File: config.mk
export PLATFORM = sky130hd
export DESIGN_NAME = imm_ext_pipe
export DESIGN_NICKNAME = d
export VERILOG_FILES = /design/src/rtl/imm_ext_pipe.sv
export SDC_FILE = /design/constraint.sdc
export NUM_CORES = 1
export LEC_CHECK = 0
export CAP_MARGIN = 5
export CORE_ASPECT_RATIO = 0.9
export CORE_MARGIN = 3
export CORE_UTILIZATION = 45
export CTS_CLUSTER_SIZE = 10
export DETAILED_ROUTE_END_ITERATION = 12
export HOLD_SLACK_MARGIN = 0.1
export PLACE_DENSITY = 0.68
export REMOVE_ABC_BUFFERS = 1
export SLEW_MARGIN = 20
export SYNTH_ARGS = -nofsm -noshare
export SYNTH_HDL_FRONTEND = slang
export SYNTH_SLANG_ARGS = --single-unit
export TNS_END_PERCENT = 20
File: constraint.sdc
create_clock -name clk -period 2.9 [get_ports clk]
set_clock_uncertainty 0.2 [all_clocks]
set_input_delay 0.435 -clock clk [delete_from_list [all_inputs] [get_ports clk]]
set_output_delay 0.435 -clock clk [all_outputs]
set_load 0.03 [all_outputs]
File: src/rtl/imm_ext_pipe.sv
// Decodes LEGv8 D/CB/B/I/IW immediates to N bits with a format tag and an IW range error flag.
// Latency: 1 cycle from accept to out_valid when empty; sustains 1 word/cycle while out_ready=1.
// Backpressure: 2-entry skid (OR + SK); in_ready is registered and drops only when both are occupied.
module imm_ext_pipe #(
    parameter int N            = 64,
    parameter bit SHIFT_BRANCH = 1'b0
) (
    input  logic         clk,
    input  logic         reset,
    input  logic         flush,
    input  logic         in_valid,
    output logic         in_ready,
    input  logic [31:0]  instr,
    output logic         out_valid,
    input  logic         out_ready,
    output logic [N-1:0] imm,
    output logic [2:0]   fmt,
    output logic         err
);
    localparam logic [2:0] FMT_NONE = 3'd0;
    localparam logic [2:0] FMT_D    = 3'd1;
    localparam logic [2:0] FMT_CB   = 3'd2;
    localparam logic [2:0] FMT_B    = 3'd3;
    localparam logic [2:0] FMT_I    = 3'd4;
    localparam logic [2:0] FMT_IW   = 3'd5;

    localparam logic [1:0] EMPTY = 2'd0;
    localparam logic [1:0] ONE   = 2'd1;
    localparam logic [1:0] FULL  = 2'd2;

    localparam logic [7:0] N_W = 8'(N);

    typedef struct packed {
        logic [N-1:0] imm;
        logic [2:0]   fmt;
        logic         err;
    } ent_t;

    ent_t       dec;
    ent_t       or_q;
    ent_t       sk_q;
    logic [1:0] state;
    logic [1:0] state_nxt;
    logic       in_ready_q;
    logic       accept;
    logic       pop;
    logic       load_or;
    logic       load_sk;
    logic       or_from_sk;

    logic [N-1:0] cb_ext;
    logic [N-1:0] b_ext;
    logic [N-1:0] iw_base;
    logic [7:0]   iw_top;
    logic [4:0]   unused_instr;

    // Rd/Rt field carries no immediate bits in any supported format.
    assign unused_instr = instr[4:0];

    assign cb_ext  = {{(N-19){instr[23]}}, instr[23:5]};
    assign b_ext   = {{(N-26){instr[25]}}, instr[25:0]};
    assign iw_base = {{(N-16){1'b0}}, instr[20:5]};
    assign iw_top  = {2'b00, instr[22:21], 4'b0000} + 8'd16;

    always_comb begin
        dec = '0;
        if (instr[31:21] == 11'b11111000010 || instr[31:21] == 11'b11111000000) begin
            dec.fmt = FMT_D;
            dec.imm = {{(N-9){instr[20]}}, instr[20:12]};
        end else if (instr[31:25] == 7'b1011010) begin
            dec.fmt = FMT_CB;
            dec.imm = SHIFT_BRANCH ? (cb_ext << 2) : cb_ext;
        end else if (instr[30:26] == 5'b00101) begin
            dec.fmt = FMT_B;
            dec.imm = SHIFT_BRANCH ? (b_ext << 2) : b_ext;
        end else if (instr[31] && instr[28:22] == 7'b1000100) begin
            dec.fmt = FMT_I;
            dec.imm = {{(N-12){1'b0}}, instr[21:10]};
        end else if (instr[31:23] == 9'b110100101) begin
            dec.fmt = FMT_IW;
            // A halfword slot that lands beyond the top of the result is reported, not truncated.
            if (iw_top > N_W) begin
                dec.err = 1'b1;
            end else begin
                dec.imm = iw_base << {instr[22:21], 4'b0000};
            end
        end else begin
            dec.fmt = FMT_NONE;
        end
    end

    assign out_valid = (state != EMPTY);
    assign in_ready  = in_ready_q;
    assign accept    = in_valid & in_ready_q;
    assign pop       = out_valid & out_ready;

    always_comb begin
        state_nxt  = state;
        load_or    = 1'b0;
        load_sk    = 1'b0;
        or_from_sk = 1'b0;
        case (state)
            EMPTY: begin
                if (accept) begin
                    state_nxt = ONE;
                    load_or   = 1'b1;
                end
            end
            ONE: begin
                if (accept && pop) begin
                    load_or = 1'b1;
                end else if (accept) begin
                    state_nxt = FULL;
                    load_sk   = 1'b1;
                end else if (pop) begin
                    state_nxt = EMPTY;
                end
            end
            FULL: begin
                if (pop) begin
                    state_nxt  = ONE;
                    load_or    = 1'b1;
                    or_from_sk = 1'b1;
                end
            end
            default: state_nxt = EMPTY;
        endcase
        if (flush) begin
            state_nxt = EMPTY;
        end
    end

    always_ff @(posedge clk or negedge reset) begin
        if (!reset) begin
            state      <= EMPTY;
            in_ready_q <= 1'b0;
            or_q       <= '0;
            sk_q       <= '0;
        end else begin
            state      <= state_nxt;
            in_ready_q <= (state_nxt != FULL);
            if (!flush) begin
                if (load_or) begin
                    or_q <= or_from_sk ? sk_q : dec;
                end
                if (load_sk) begin
                    sk_q <= dec;
                end
            end
        end
    end

    assign imm = or_q.imm;
    assign fmt = or_q.fmt;
    assign err = or_q.err;

endmodule

==> results.tsv <==
metric	value	unit
outcome	finished, final reports clean	
Total Nets Final	914	
synth unique cells	57	
post-DR wirelength/cell	19.63	um
hold_ws	274.4	ps
global-route wire length before repair	34.41	mm
initial antenna violation count	1	
Crit. End Element	primary output	
DRT antenna net count	0	
HPWL Detailed	13.50	mm
Area Overhead vs Synth	28.16	%
core box area	0.01503	mm2
EDFF count, synth	0	
register area	0.003478	mm2
Die W	138	um
top cell type by total area after synthesis	dfrtp_1	
Syn Inst Count	800	
Residual DRC	0	
Clock Sinks	139	
Clock Tree Buf Depth	2	
fin crit share	86.42	%
Worst Tran Pin Value	707.8	ps
number of max-cap violations	0	
clk slew on worst S/H paths	60	ps
Buffers on Ports	106	
CP Data Required Time	2270	ps
CTS root buf	clkbuf_16	
Yosys reg bits	139	
maximum clock frequency	0.3990	GHz
average cell area after synthesis	8.821	um2
top cells by area, synth	dfrtp_1 (49%), o21ai_0 (10%), nand2_1 (6.6%), a21oi_1 (4.7%), clkbuf_1 (2.9%)	
setup TNS	0	ps
full die area	0.01722	mm2
largest fanout on the critical path	11	
final number of setup-violating endpoints	0	
ANT cells	0	
gr usage total	24.59	%
sequential cell area fraction in the yosys report	49.29	%
Row Count	42	
Final Critical Period	2506	ps
Mapped Area	0.007057	mm2
fin area	0.009044	mm2
Inserted Clock Buffers	17	
H-tree Lvls	4	
GPL Wtd Cong	0.8931	
RSZ-0062 raised after global routing	false	
Main synth FF type	dfrtp_1	
CTS tree	done	
pin count of the biggest net entering global routing	95	
Post-Route WL	21.34	mm
Core Util, Final	60.17	%
DP Area	0.008419	mm2
Vias/cell	6.011	
Fillers	1326	
Leak Pwr	3.664	nW
area of the multi-input gates	0.003209	mm2
DRT iter0 DRCs	680	
vias in the first global route	6174	
share of Yosys cell area claimed by the top area cell type	49.29	%
Synth Warn #	0	
total gr overflow	0	
initial core utilization	46.95	%
Worst Hold Class	reg2reg	
clk_lat worst skew	430	ps
ys async rst share	100.0	%
count of pins over their slew limit	0	
critical path launch point type	flop	
DR vias	6534	
most common cell in the netlist	o21ai_0	
first-pass iteration count of the detailed router	5	
synth cell count leaders	o21ai_0 (144), dfrtp_1 (139), nand2_1 (125), a21oi_1 (66), clkbuf_1 (55)	
Max VDD drop	0.5045	mV
Die Y	124.8	um
layout cell share with drive strength beyond 1	9.899	%
Slew HR	52.64	%
reg2reg setup slack	460	ps
WP data arrival	1870	ps
P per Cell Area	599.4	mW/mm2
Fin. Hold Viols	0	
Setup Fix Bufs, Post-CTS	0	
type of the worst setup path	reg2out	
Post-CTS Resized	0	
I/O pin cnt	107	
layout make-up:
type                       count  share of cell area [%]
clock buffer                  20                   4.939
clock inverter                11                   1.854
inverter                       3                  0.1245
multi-input combinational    571                   35.49
sequential                   139                   38.46
tap                          198                   2.739
timing repair buffer         145                   16.39
stage by stage:
step	setup slack (ps)	instances	power (W)
floorplan	-1757	713	0.002689
global placement	121.9	1055	0.003129
detailed placement	67.36	1055	0.003148
CTS	379.8	1087	0.005454
global route	334.2	1087	0.005649
finish	393.9	1087	0.005421
repair_timing:
action                     in CTS  in global routing
hold buffers                    1                  0
hold endpoints to repair       61                  0
setup endpoints to repair       0                  0
final timing paths:
path / start / depth (start not counted) / end
worst max register to register: state[1]$_DFF_PN0_ / 5 / imm[2]$_DFFE_PN0P_
worst min-delay path: imm[44]$_DFFE_PN0P_ / 2 / imm[44]$_DFFE_PN0P_
worst min register to register: imm[44]$_DFFE_PN0P_ / 2 / imm[44]$_DFFE_PN0P_
worst max-delay path: state[1]$_DFF_PN0_ / 2 / out_valid
min in group asynchronous: reset / 2 / in_ready$_DFF_PN0_
max in group asynchronous: reset / 3 / imm[40]$_DFFE_PN0P_
worst max-delay path: stages (launching register included):
cell and delay [ps]:
dfrtp_1 510, or2_2 340, clkdlybuf4s50_1 590
cell families after synthesis:
| group | share of synthesized area (%) |
|---|---|
| AOI/OAI and AO/OA | 28.14 |
| and+or+nand+nor | 15.87 |
| DFF | 49.29 |
| buffers and inverters | 5.621 |
| muxes | 1.082 |
sequential cells by signal, summed over array words and instances (netlist names):
| register | cells |
|---|---|
| sk_q | 68 |
| imm | 64 |
| fmt | 3 |
| state | 2 |
| err | 1 |
| in_ready | 1 |
layout by cell type (no fill, tap or decap), types with 3 or more instances in the layout:
cell             netlist  final
dfrtp_1              139    139
nand2b_1               3      3
a221o_1                6      6
and3_1                13     13
and3b_1                4      4
clkinv_2               0      3
buf_4                  1     28
inv_1                  3      3
o21a_1                 4      4
buf_12                 0     10
or3_1                 13     13
nand3_1                8      8
o21ai_0              144    144
clkdlybuf4s50_1        0    105
bufinv_16              0      4
a32oi_1                9      9
mux2_2                 5      5
a21oi_1               66     66
nand3b_1               4      4
o211ai_1               3      3
o21ai_1                5      5
clkbuf_16              0     17
o22ai_1                9      9
nor2_1                38     38
a31oi_1               29     29
a21o_1                12     12
nand2_1              125    125
a211oi_1              17     17
a22oi_1                4      4
a221oi_1              16     16
per-layer routing:
layer | global-route usage (%) | vias to the layer above | wire [um]
met4 | 6.159 | 2 | 240
met3 | 6.679 | 22 | 1736
li1 | - | 3053 | -
met1 | 35.63 | 3172 | 9657
met2 | 36.68 | 285 | 9692
met5 | 0 | - | 12
power by group:
| part | switching, W | internal (W) |
|---|---|---|
| combinational | 0.000537 | 0.000369 |
| sequential | 0.000102 | 0.00212 |
| clock | 0.000843 | 0.00146 |
No activity file was read; power rests on OpenSTA's default activity.
